File: src/rtl/gpu_vf_pkg.sv
// Shared types and helpers for the batch vertex fetcher.
// Used by vertex_fetch_batch and its stall-counter build variant (VF_STALL_CNT_EN).
package gpu_vf_pkg;

  typedef enum logic [1:0] {IDLE, FETCH, DRAIN, DONE} vf_state_t;

  // Byte stride of one vertex: attrs * attr_width bits.
  function automatic logic [31:0] vf_stride(input logic [31:0] attrs,
                                            input logic [31:0] attr_width);
    return (attrs * attr_width) >> 3;
  endfunction

  function automatic logic vf_lane_en(input logic [31:0] lane,
                                      input logic [31:0] attr_cnt);
    return lane < attr_cnt;
  endfunction

endpackage

File: src/rtl/vf_fifo.sv
// Synchronous FIFO with combinational read of the head entry.
// A push while full is taken only when a pop frees the slot in the same cycle.
module vf_fifo #(
  parameter int WIDTH = 8,
  parameter int DEPTH = 4
) (
  input  logic             clk,
  input  logic             rst,
  input  logic             push,
  input  logic [WIDTH-1:0] wdata,
  input  logic             pop,
  output logic [WIDTH-1:0] rdata,
  output logic             full,
  output logic             empty
);
  localparam int PW = $clog2(DEPTH);

  logic [WIDTH-1:0] mem [DEPTH];
  logic [PW:0]      wr_ptr, rd_ptr;
  logic             do_push, do_pop;

  assign empty   = (wr_ptr == rd_ptr);
  assign full    = (wr_ptr[PW] != rd_ptr[PW]) && (wr_ptr[PW-1:0] == rd_ptr[PW-1:0]);
  assign do_pop  = pop & ~empty;
  assign do_push = push & (~full | do_pop);
  assign rdata   = mem[rd_ptr[PW-1:0]];

  always_ff @(posedge clk or posedge rst) begin
    if (rst) begin
      wr_ptr <= '0;
      rd_ptr <= '0;
    end else begin
      if (do_push) wr_ptr <= wr_ptr + 1'b1;
      if (do_pop)  rd_ptr <= rd_ptr + 1'b1;
    end
  end

  always_ff @(posedge clk) begin
    if (do_push) mem[wr_ptr[PW-1:0]] <= wdata;
  end

endmodule

File: src/rtl/vertex_fetch_batch.sv
// Batch vertex fetcher: one start fetches N vertices, buffers them, streams them out.
// Define VF_STALL_CNT_EN to add the o_stall_cycles performance counter.
module vertex_fetch_batch
  import gpu_vf_pkg::*;
#(
  parameter int ATTR_WIDTH  = 32,
  parameter int MAX_ATTRS   = 8,
  parameter int ADDR_WIDTH  = 32,
  parameter int COUNT_WIDTH = 16,
  parameter int FIFO_DEPTH  = 4
) (
  input  logic                            clk,
  input  logic                            rst,
  input  logic                            i_start,
  input  logic [ADDR_WIDTH-1:0]           i_base_addr,
  input  logic [COUNT_WIDTH-1:0]          i_first_index,
  input  logic [COUNT_WIDTH-1:0]          i_vertex_count,
  input  logic [$clog2(MAX_ATTRS):0]      i_attr_count,
  output logic                            o_busy,
  output logic                            o_done,
  output logic                            o_mem_req,
  output logic [ADDR_WIDTH-1:0]           o_mem_addr,
  input  logic                            i_mem_ready,
  input  logic [ATTR_WIDTH*MAX_ATTRS-1:0] i_mem_rdata,
  output logic                            o_vtx_valid,
  input  logic                            i_vtx_ready,
  output logic [ATTR_WIDTH*MAX_ATTRS-1:0] o_vtx_data,
  output logic                            o_vtx_last
`ifdef VF_STALL_CNT_EN
  ,
  output logic [31:0]                     o_stall_cycles
`endif
);
  localparam int BUS = ATTR_WIDTH * MAX_ATTRS;
  localparam int ACW = $clog2(MAX_ATTRS) + 1;

  vf_state_t              state;
  logic [ADDR_WIDTH-1:0]  base_q, stride_q, start_stride;
  logic [COUNT_WIDTH-1:0] idx_q, idx_nxt, k_q, count_q;
  logic [ACW-1:0]         attr_q, attr_clamp;
  logic                   fifo_full, fifo_empty, pop, accept, last_req;
  logic [BUS:0]           push_data, pop_data;

  function automatic logic [ADDR_WIDTH-1:0] vtx_addr(input logic [ADDR_WIDTH-1:0]  b,
                                                     input logic [COUNT_WIDTH-1:0] idx,
                                                     input logic [ADDR_WIDTH-1:0]  s);
    return b + ADDR_WIDTH'(idx) * s;
  endfunction

  assign attr_clamp   = (i_attr_count == '0 || i_attr_count > ACW'(MAX_ATTRS)) ?
                        ACW'(MAX_ATTRS) : i_attr_count;
  assign start_stride = ADDR_WIDTH'(vf_stride(32'(attr_clamp), 32'(ATTR_WIDTH)));
  assign idx_nxt      = idx_q + COUNT_WIDTH'(1);
  assign last_req     = (k_q == count_q - COUNT_WIDTH'(1));

  // A same-cycle pop frees a slot, so a full FIFO can still take a beat.
  assign pop       = o_vtx_valid & i_vtx_ready;
  assign o_mem_req = (state == FETCH) & (~fifo_full | pop);
  assign accept    = o_mem_req & i_mem_ready;

  for (genvar l = 0; l < MAX_ATTRS; l++) begin : g_lane
    assign push_data[l*ATTR_WIDTH +: ATTR_WIDTH] =
      vf_lane_en(32'(l), 32'(attr_q)) ? i_mem_rdata[l*ATTR_WIDTH +: ATTR_WIDTH] : '0;
  end
  assign push_data[BUS] = last_req;

  vf_fifo #(.WIDTH(BUS + 1), .DEPTH(FIFO_DEPTH)) u_fifo (
    .clk   (clk),
    .rst   (rst),
    .push  (accept),
    .wdata (push_data),
    .pop   (pop),
    .rdata (pop_data),
    .full  (fifo_full),
    .empty (fifo_empty)
  );

  // Gate with valid so stale/unwritten storage never reaches the outputs.
  assign o_vtx_valid = ~fifo_empty;
  assign o_vtx_data  = o_vtx_valid ? pop_data[BUS-1:0] : '0;
  assign o_vtx_last  = o_vtx_valid & pop_data[BUS];

  always_ff @(posedge clk or posedge rst) begin
    if (rst) begin
      state      <= IDLE;
      o_busy     <= 1'b0;
      o_done     <= 1'b0;
      o_mem_addr <= '0;
      base_q     <= '0;
      stride_q   <= '0;
      idx_q      <= '0;
      k_q        <= '0;
      count_q    <= '0;
      attr_q     <= '0;
    end else begin
      o_done <= 1'b0;
      case (state)
        IDLE: if (i_start) begin
          base_q     <= i_base_addr;
          stride_q   <= start_stride;
          idx_q      <= i_first_index;
          k_q        <= '0;
          count_q    <= i_vertex_count;
          attr_q     <= attr_clamp;
          o_mem_addr <= vtx_addr(i_base_addr, i_first_index, start_stride);
          if (i_vertex_count != '0) begin
            state  <= FETCH;
            o_busy <= 1'b1;
          end else begin
            state  <= DONE;
            o_done <= 1'b1;
          end
        end
        FETCH: if (accept) begin
          k_q        <= k_q + COUNT_WIDTH'(1);
          idx_q      <= idx_nxt;
          o_mem_addr <= vtx_addr(base_q, idx_nxt, stride_q);
          if (last_req) state <= DRAIN;
        end
        DRAIN: if (fifo_empty) begin
          state  <= DONE;
          o_busy <= 1'b0;
          o_done <= 1'b1;
        end
        DONE:    state <= IDLE;
        default: state <= IDLE;
      endcase
    end
  end

`ifdef VF_STALL_CNT_EN
  // Any FETCH cycle without an accepted beat is a stall (memory busy or FIFO full).
  always_ff @(posedge clk or posedge rst) begin
    if (rst)
      o_stall_cycles <= '0;
    else if (state == IDLE && i_start)
      o_stall_cycles <= '0;
    else if (state == FETCH && !accept && o_stall_cycles != '1)
      o_stall_cycles <= o_stall_cycles + 32'd1;
  end
`endif

endmodule

File: config.mk
export PLATFORM = sky130hd
export DESIGN_NAME = vertex_fetch_batch
export DESIGN_NICKNAME = d
export VERILOG_FILES = /design/src/rtl/gpu_vf_pkg.sv /design/src/rtl/vf_fifo.sv /design/src/rtl/vertex_fetch_batch.sv
export SDC_FILE = /design/constraint.sdc
export NUM_CORES = 2
export LEC_CHECK = 0
export CAP_MARGIN = 20
export CORE_ASPECT_RATIO = 1.5
export CORE_MARGIN = 4
export CORE_UTILIZATION = 47
export CTS_BUF_LIST = sky130_fd_sc_hd__clkbuf_16
export DETAILED_ROUTE_END_ITERATION = 8
export GPL_TIMING_DRIVEN = 0
export PLACE_DENSITY = 0.75
export SYNTH_ARGS = -nofsm -noshare
export SYNTH_HDL_FRONTEND = slang
export SYNTH_HIERARCHICAL = 1
export SYNTH_SLANG_ARGS = --single-unit
File: constraint.sdc
create_clock -name clk -period 11.04 [get_ports clk]
set_input_delay 2.208 -clock clk [delete_from_list [all_inputs] [get_ports clk]]
set_output_delay 2.208 -clock clk [all_outputs]
set_load 0.005 [all_outputs]
Yosys cells after proc, flatten, opt, wreduce, memory -nomap -nowiden
Memories as Yosys holds them, arrays and structs flattened.
Index checks and enable logic that the tools add are counted.
{"block": "totals", "ramBits": 1028, "memories": 1, "word_cells": 98, "output_inout_bits": 293, "regBits": 126}
{"name": "u_fifo.mem", "words": 4, "width": 257, "rd": 1, "rd_clocked_by_memory_dff": 0, "wr": 1, "line_no": "vf_fifo.sv:18", "source": "logic [WIDTH-1:0] mem [DEPTH];"}
{"block": "op_classes", "mul": 2, "n_eq_ne": 12, "n_lt_le_gt_ge": 9, "n_bitwise": 10, "n_reduce_logical": 11, "add_sub_neg": 7, "muxes": 35}
{"operator": "two-way mux 32 bit", "n": 10}
{"operator": "two-way mux 256 bit", "n": 1}
{"operator": "adder 32 x 22 -> 32 bit", "n": 2}
{"operator": "two-way mux 16 bit", "n": 4}
{"operator": "case mux 16 bit (2 select lines)", "n": 2}
{"operator": "case mux 32 bit (2 select lines)", "n": 1}
{"operator": "multiplier 16 x 4 -> 20 bit", "n": 2}
{"operator": "adder 16 x 1 -> 16 bit, second input constant", "n": 2}
{"operator": "== test 16 bit", "n": 1}
{"operator": "less-than comparator 3 x 4 -> 1 bit, first input constant", "n": 4}
{"operator": "nonzero test 16 bit", "n": 1}
{"operator": "subtractor 16 x 1 -> 16 bit, second input constant", "n": 1}
{"operator": "two-way mux 2 bit", "n": 5}
{"operator": "less-than comparator 1 x 4 -> 1 bit, first input constant", "n": 2}
{"operator": "less-than comparator 2 x 4 -> 1 bit, first input constant", "n": 2}
{"operator": "two-way mux 1 bit", "n": 8}
{"operator": "!= test 2 bit, second input constant", "n": 4}
{"operator": "case mux 2 bit (4 select lines)", "n": 1}
{"operator": "AND reduction 4 bit", "n": 2}
{"operator": "adder 3 x 1 -> 3 bit, second input constant", "n": 2}
{"operator": "bitwise AND 1 bit", "n": 6}
{"operator": "== test 2 bit, second input constant", "n": 2}
{"operator": "greater-than comparator 4 bit, second input constant", "n": 1}
{"operator": "zero test 4 bit", "n": 1}
{"operator": "other kinds (15)", "n": 19}

Depth between registers and ports, before layout
{"block": "logic_depth", "ltp_word": 9, "depth_mapped": 29, "ltp_nobuf": 27}

Cells and area by module
Netlist, hierarchy kept.
{"mod": "vf_fifo", "n_inst": 1, "cells_each": 1379, "area_per_inst_um2": 37457.2}
{"mod": "vertex_fetch_batch", "n_inst": 1, "cells_each": 1994, "area_per_inst_um2": 15566.2}

Worst setup path before layout
No wires, ideal clock.
{"block": "synth_timing", "kind": "input port to flip-flop", "start": "input port i_vtx_ready", "end": "memory u_fifo/mem[1][0] in the netlist's numbering, enable pin", "setup_slack_ps": 1499, "t_required_ps": 10388, "t_arrival_ps": 8889, "setup_time_ps": 652, "path_buffers": 0, "path_stages": 5, "cell_sequence": "nor2b_1 > o21a_1 > nand2_1 > inv_1 > and3_1"}
{"block": "synth_via", "elab_chain_len": 7, "elab_cells_between_ends": 9}
{"element": "start: declaration", "line_no": "vertex_fetch_batch.sv:26", "source": "input logic i_vtx_ready,"}
{"element": "bitwise AND 1 bit", "line_no": "vertex_fetch_batch.sv:57", "source": "assign pop = o_vtx_valid & i_vtx_ready;"}
{"element": "OR 1 bit", "line_no": "vertex_fetch_batch.sv:58", "source": "assign o_mem_req = (state == FETCH) & (~fifo_full | pop);"}
{"element": "bitwise AND 1 bit", "line_no": "vertex_fetch_batch.sv:58"}
{"element": "named net o_mem_req", "line_no": "vertex_fetch_batch.sv:21", "source": "output logic o_mem_req,"}
{"element": "bitwise AND 1 bit", "line_no": "vertex_fetch_batch.sv:59", "source": "assign accept = o_mem_req & i_mem_ready;"}
{"element": "named net accept", "line_no": "vertex_fetch_batch.sv:41", "source": "logic fifo_full, fifo_empty, pop, accept, last_req;"}
{"element": "bitwise AND 1 bit", "line_no": "vf_fifo.sv:25", "source": "assign do_push = push & (~full | do_pop);"}
{"element": "two-way mux 1 bit", "line_no": "vf_fifo.sv:39", "source": "if (do_push) mem[wr_ptr[PW-1:0]] <= wdata;"}
{"element": "two-way mux 1 bit (not written as such)", "line_no": "vf_fifo.sv:39"}
{"element": "end: declaration", "line_no": "vf_fifo.sv:18"}
The timed path passes the listed nets, and every way through them passes these cells.

Worst setup path in the final report
{"block": "layout_timing", "start": "input port i_attr_count[3]", "end": "register o_mem_addr[29]"}
{"block": "layout_via", "elab_chain_len": 7, "elab_cells_between_ends": 8}
{"element": "start: declaration", "line_no": "vertex_fetch_batch.sv:18", "source": "input logic [$clog2(MAX_ATTRS):0] i_attr_count,"}
{"element": "greater-than comparator 4 bit / zero test 4 bit (equally long branches)", "line_no": "vertex_fetch_batch.sv:50", "source": "assign attr_clamp = (i_attr_count == '0 || i_attr_count > ACW'(MAX_ATTRS)) ?"}
{"element": "logical OR 1 bit", "line_no": "vertex_fetch_batch.sv:50"}
{"element": "two-way mux 4 bit *", "line_no": "vertex_fetch_batch.sv:50"}
{"element": "multiplier 16 x 4 -> 20 bit *", "line_no": "vertex_fetch_batch.sv:47", "source": "return b + ADDR_WIDTH'(idx) * s;"}
{"element": "adder 32 x 22 -> 32 bit *", "line_no": "vertex_fetch_batch.sv:47"}
{"element": "two-way mux 32 bit *", "line_no": "vertex_fetch_batch.sv:98", "source": "IDLE: if (i_start) begin"}
{"element": "case mux 32 bit (2 select lines) *", "line_no": "vertex_fetch_batch.sv:97", "source": "case (state)"}
{"element": "end signal: assignment", "line_no": "vertex_fetch_batch.sv:105", "source": "o_mem_addr <= vtx_addr(i_base_addr, i_first_index, start_stride);"}
{"element": "end signal: assignment", "line_no": "vertex_fetch_batch.sv:117", "source": "o_mem_addr <= vtx_addr(base_q, idx_nxt, stride_q);"}
{"element": "end: declaration", "line_no": "vertex_fetch_batch.sv:22", "source": "output logic [ADDR_WIDTH-1:0] o_mem_addr,"}
Every way passes the cells marked *; elsewhere a longest branch is shown, timed or not. The select of a mux whose other input is x is not followed.
A chain may end at the register's enable or synchronous reset.

==> Implementation_results.wiki <==
{| class="wikitable"
! Metric !! Value
|-
| Outcome || finished clean
|-
| Number of hold-repair buffers added at the cts stage || 0
|-
| Peak Freq || around 110 MHz
|-
| Die Height || around 420 um
|-
| Top area cells in the synthesized netlist || sky130_fd_sc_hd__edfxtp_1, sky130_fd_sc_hd__mux4_2, sky130_fd_sc_hd__nor2b_1
|-
| Area enclosed by the die boundary || 118,000 um2
|-
| CP max-delay cell || sky130_fd_sc_hd__nor2b_1
|-
| Met2 Wirelength || roughly 73 mm
|-
| Number of violations reported at the end of detailed-routing iteration 0 || about 2,200
|-
| Number of vias in the routed layout || between 30,000 and 40,000
|-
| CP arrival || between 9 and 10 ns
|-
| Antenna violations before repair || 45
|-
| Peak per-stage delay on the critical path || 0.71 ns
|-
| Crit path buf inv count || 3
|-
| Wire length of the first global-routing pass || between 200 and 250 mm
|-
| Combined global-route utilization of all metal layers || 0.233
|-
| Maximum root-to-sink buffer count || 3
|-
| Final hold viol count || 0
|-
| Source-to-sink clock delay at the later pin of the worst-skew pair || ~0.72 ns
|-
| TritonRoute pass-1 iters || 5
|-
| Fraction of layout cells with a size suffix above 1 || 0.135
|-
| Share of the synthesized area in the top cell type || 0.582
|-
| Peak supply drop || slightly above 200 uV
|-
| Static leakage power || roughly 23 nW
|-
| Register bit total from synthesis || about 1,200
|-
| Half-perimeter wire length after detailed placement || 101 mm
|-
| Remaining DRCs || 0
|-
| H-tree lvl count || 3
|-
| Fraction of registers with async set/reset || 0.109
|-
| List of cells traversed by the critical path || clkdlybuf4s50_1 -> nor2b_1 -> clkbuf_1 -> nand2_1 -> fa_1 -> inv_1 -> fa_1 -> fa_1 -> a21o_1 -> a21oi_1 -> o21ba_2 -> o31ai_1 -> o41ai_1 -> xnor2_1 -> ha_1 -> a21oi_1 -> nand2_1 -> or2_2 -> o21ai_1 -> o21ai_0 -> o211ai_1 -> nand2b_1 -> xnor2_1 -> a221o_1
|-
| Vias per cell || roughly 5.5
|-
| Remaining max-slew budget at the tightest pin || 0.310
|-
| Hold Path Class || reg2reg
|-
| Worst path most repeated cell || sky130_fd_sc_hd__fa_1
|-
| Final Max Slew Viols || 0
|-
| Primary flip-flop cell chosen by synthesis mapping || sky130_fd_sc_hd__edfxtp_1
|-
| Worst setup slack after placement || 1.03 ns
|-
| Number of warnings reported in the yosys synthesis log || 6
|-
| Count of input and output buffers || slightly above 600
|-
| Clock period minus worst slack || around 9.4 ns
|-
| Cell count of the worst hold path || 2
|-
| WL/cell || about 25 um
|-
| Met1 layer wirelength in the final routing || between 50 and 60 mm
|-
| Final period utilization || 0.851
|-
| Final number of setup-violating endpoints || 0
|-
| Post-synthesis cell type with the largest combined area || sky130_fd_sc_hd__edfxtp_1
|-
| Syn Inst Count || between 3,000 and 4,000
|-
| Gate family responsible for the most delay along the worst path || compound AO/OA/AOI/OAI gates
|-
| Number of clock sinks seen by CTS || 1,154
|-
| Placeable Area || 112,000 um2
|-
| Largest net degree at the start of global routing || 94
|-
| Clock tree from TritonCTS || built
|-
| Measured slew at the worst slew-check pin || 1.04 ns
|-
| FP Rows || 150
|-
| Final RePlAce weighted congestion || around 0.90
|-
| Clock root buffer || sky130_fd_sc_hd__clkbuf_16
|-
| Number of cells upsized or downsized after cts || 0
|-
| Number of nets in the layout || 4,620
|-
| Met3 routed wirelength || between 10 and 15 mm
|-
| Total congestion overflow || 0
|-
| Horiz. Die Dim || between 200 and 300 um
|-
| Area growth from synthesis to final layout || 23.0%
|-
| Cell area after technology mapping || approximately 53,000 um2
|-
| Via count of the first global-routing pass || approximately 33,000
|-
| Max-capacitance violation count || 0
|-
| Number of flops mapped to enable cells by yosys || approximately 1,000
|-
| Initial core utilization || 0.475
|-
| Kind of end point of the critical path || register
|-
| Number of nets in the synthesized netlist || just under 4,000
|-
| Power density over the cells || 303 nW/um2
|-
| Average size of a mapped cell || about 16 um2
|-
| Fraction of the core area covered by cells at the end of the flow || 0.584
|-
| Count of antenna-violating nets left after detailed routing || 0
|-
| Critical Path Start Type || input pin
|-
| Total CTS buffers || ~110
|-
| Worst setup slack after layout || roughly 1.6 ns
|-
| Count of different cell masters after synthesis || 78
|-
| Clock tree skew after final layout || 0.0823 ns
|-
| Final WL || roughly 140 mm
|-
| Critical path type || in2reg
|-
| Sequential-to-total area share from yosys stat || 0.642
|-
| Required time at the endpoint of the critical path || approximately 12 ns
|-
| Uppermost metal layer occupied by signal nets || met5
|-
| R2r worst-path depth || 23
|-
| Unrepaired setup endpoints after global routing || no
|-
| Clock edge transition at the registers on the reported setup and hold paths || around 0.060 ns
|-
| Count of buffers added by post-CTS timing repair for setup || 0
|-
| Top-Level Pins || about 620
|-
| Logic depth of the worst setup path including buffers || 24
|-
| Peak fanout along the critical path || 10
|}
[registers in the layout (all words and copies together), names as in the netlist]
name           cells
count_q           16
u_fifo/rd_ptr      3
k_q               16
o_done             1
o_busy             1
u_fifo/wr_ptr      3
idx_q             16
u_fifo/mem      1028
attr_q             4
base_q            32
state              2
o_mem_addr        32
[worst reg2reg max path: cells and delay by family, from the launching register on]
family | cells | cell delay, ns
fa+ha+maj | 4 | 1.79
xor+xnor | 2 | 0.39
compound gates | 10 | 3.25
simple gates | 4 | 0.63
flops | 1 | 0.35
buf+inv | 3 | 1.13
[cell usage in the layout (no fill, tap or decap), types with 29 or more instances in the layout]
master | Yosys | routed
sky130_fd_sc_hd__mux4_2 | 257 | 257
sky130_fd_sc_hd__ha_1 | 105 | 105
sky130_fd_sc_hd__clkbuf_16 | 0 | 107
sky130_fd_sc_hd__mux2_2 | 55 | 55
sky130_fd_sc_hd__nand3_1 | 41 | 41
sky130_fd_sc_hd__nor2b_1 | 522 | 522
sky130_fd_sc_hd__edfxtp_1 | 1028 | 1028
sky130_fd_sc_hd__inv_1 | 137 | 159
sky130_fd_sc_hd__nor2_1 | 100 | 100
sky130_fd_sc_hd__xnor2_1 | 72 | 72
sky130_fd_sc_hd__and2_1 | 111 | 111
sky130_fd_sc_hd__dfrtp_1 | 126 | 126
sky130_fd_sc_hd__xor2_1 | 51 | 51
sky130_fd_sc_hd__o21ai_0 | 100 | 100
sky130_fd_sc_hd__nand2_1 | 108 | 108
sky130_fd_sc_hd__buf_2 | 29 | 29
sky130_fd_sc_hd__a21oi_1 | 84 | 83
sky130_fd_sc_hd__clkdlybuf4s50_1 | 0 | 621
sky130_fd_sc_hd__clkbuf_1 | 106 | 106
sky130_fd_sc_hd__fa_1 | 58 | 58
[worst paths after layout]
check                                 from               end  slack [ns]
hold reg to reg              o_mem_addr[0]     o_mem_addr[0]        0.48
hold / removal               o_mem_addr[0]     o_mem_addr[0]        0.48
setup reg to reg                 attr_q[3]    o_mem_addr[26]        3.39
max in group asynchronous              rst          idx_q[4]        8.18
min in group asynchronous              rst  u_fifo/rd_ptr[1]        1.95
setup / recovery           i_attr_count[3]    o_mem_addr[29]        1.64
[where the power goes]
part	switching [mW]	internal [mW]	total (mW)
logic	5.38	4.63	10.0
clock network	1.62	2.01	3.63
registers	0.293	5.84	6.14
[per-layer routing]
| metal | GRT usage | up-vias |
|---|---|---|
| met1 | 0.270 | 15971 |
| met2 | 0.415 | 1071 |
| met4 | 0.0931 | 42 |
| met3 | 0.0595 | 277 |
| li1 | - | 14097 |
| met5 | 0 | - |
[layout make-up]
| class | instances | area [um2] |
|---|---|---|
| Fill cell | 8541 | 46400 |
| Sequential cell | 1154 | 34000 |
| Multi-Input combinational cell | 1918 | 17800 |
| Timing Repair Buffer | 647 | 6810 |
| Clock buffer | 107 | 2680 |
| Tap cell | 1444 | 1810 |
| Clock inverter | 85 | 801 |
| Buffer | 164 | 753 |
| Inverter | 137 | 527 |
| Antenna cell | 25 | 62.6 |
[metrics by stage]
step                hold slack [ns]  instance area [um2]  std cells  power (mW)  setup TNS (ns)
floorplan                     0.470                53000       3373        11.9               0
finish                        0.480                65200       5681        19.8               0
global placement              0.464                61000       5438        16.3        -3945.64
global route                  0.502                65200       5671        21.0               0
CTS                           0.484                65200       5656        20.0               0
detailed placement            0.473                61700       5464        16.3               0
[cells by family (layout without fill, tap and decap cells)]
logic type,count (synthesis),in the layout,share of synthesized area
flip-flops,1154,1154,0.642
AND/OR/NAND/NOR,996,996,0.107
multiplexers,323,323,0.123
AO/OA/AOI/OAI,311,311,0.0367
buffers and inverters,301,1140,0.0239
adder cells (fa/ha/maj),163,163,0.0467
XOR/XNOR,125,125,0.0211
other,0,25,0
[cell usage after synthesis (all sizes together), types with 41 or more instances]
master  number
nand3       41
nand2      109
and2       111
edfxtp    1028
a21oi       84
dfrtp      126
buf         58
o21ai      103
ha         105
mux2        57
xnor2       72
inv        137
fa          58
nor2       100
xor2        53
mux4       257
nor2b      522
clkbuf     106
Power figures use the tool's default switching activity.
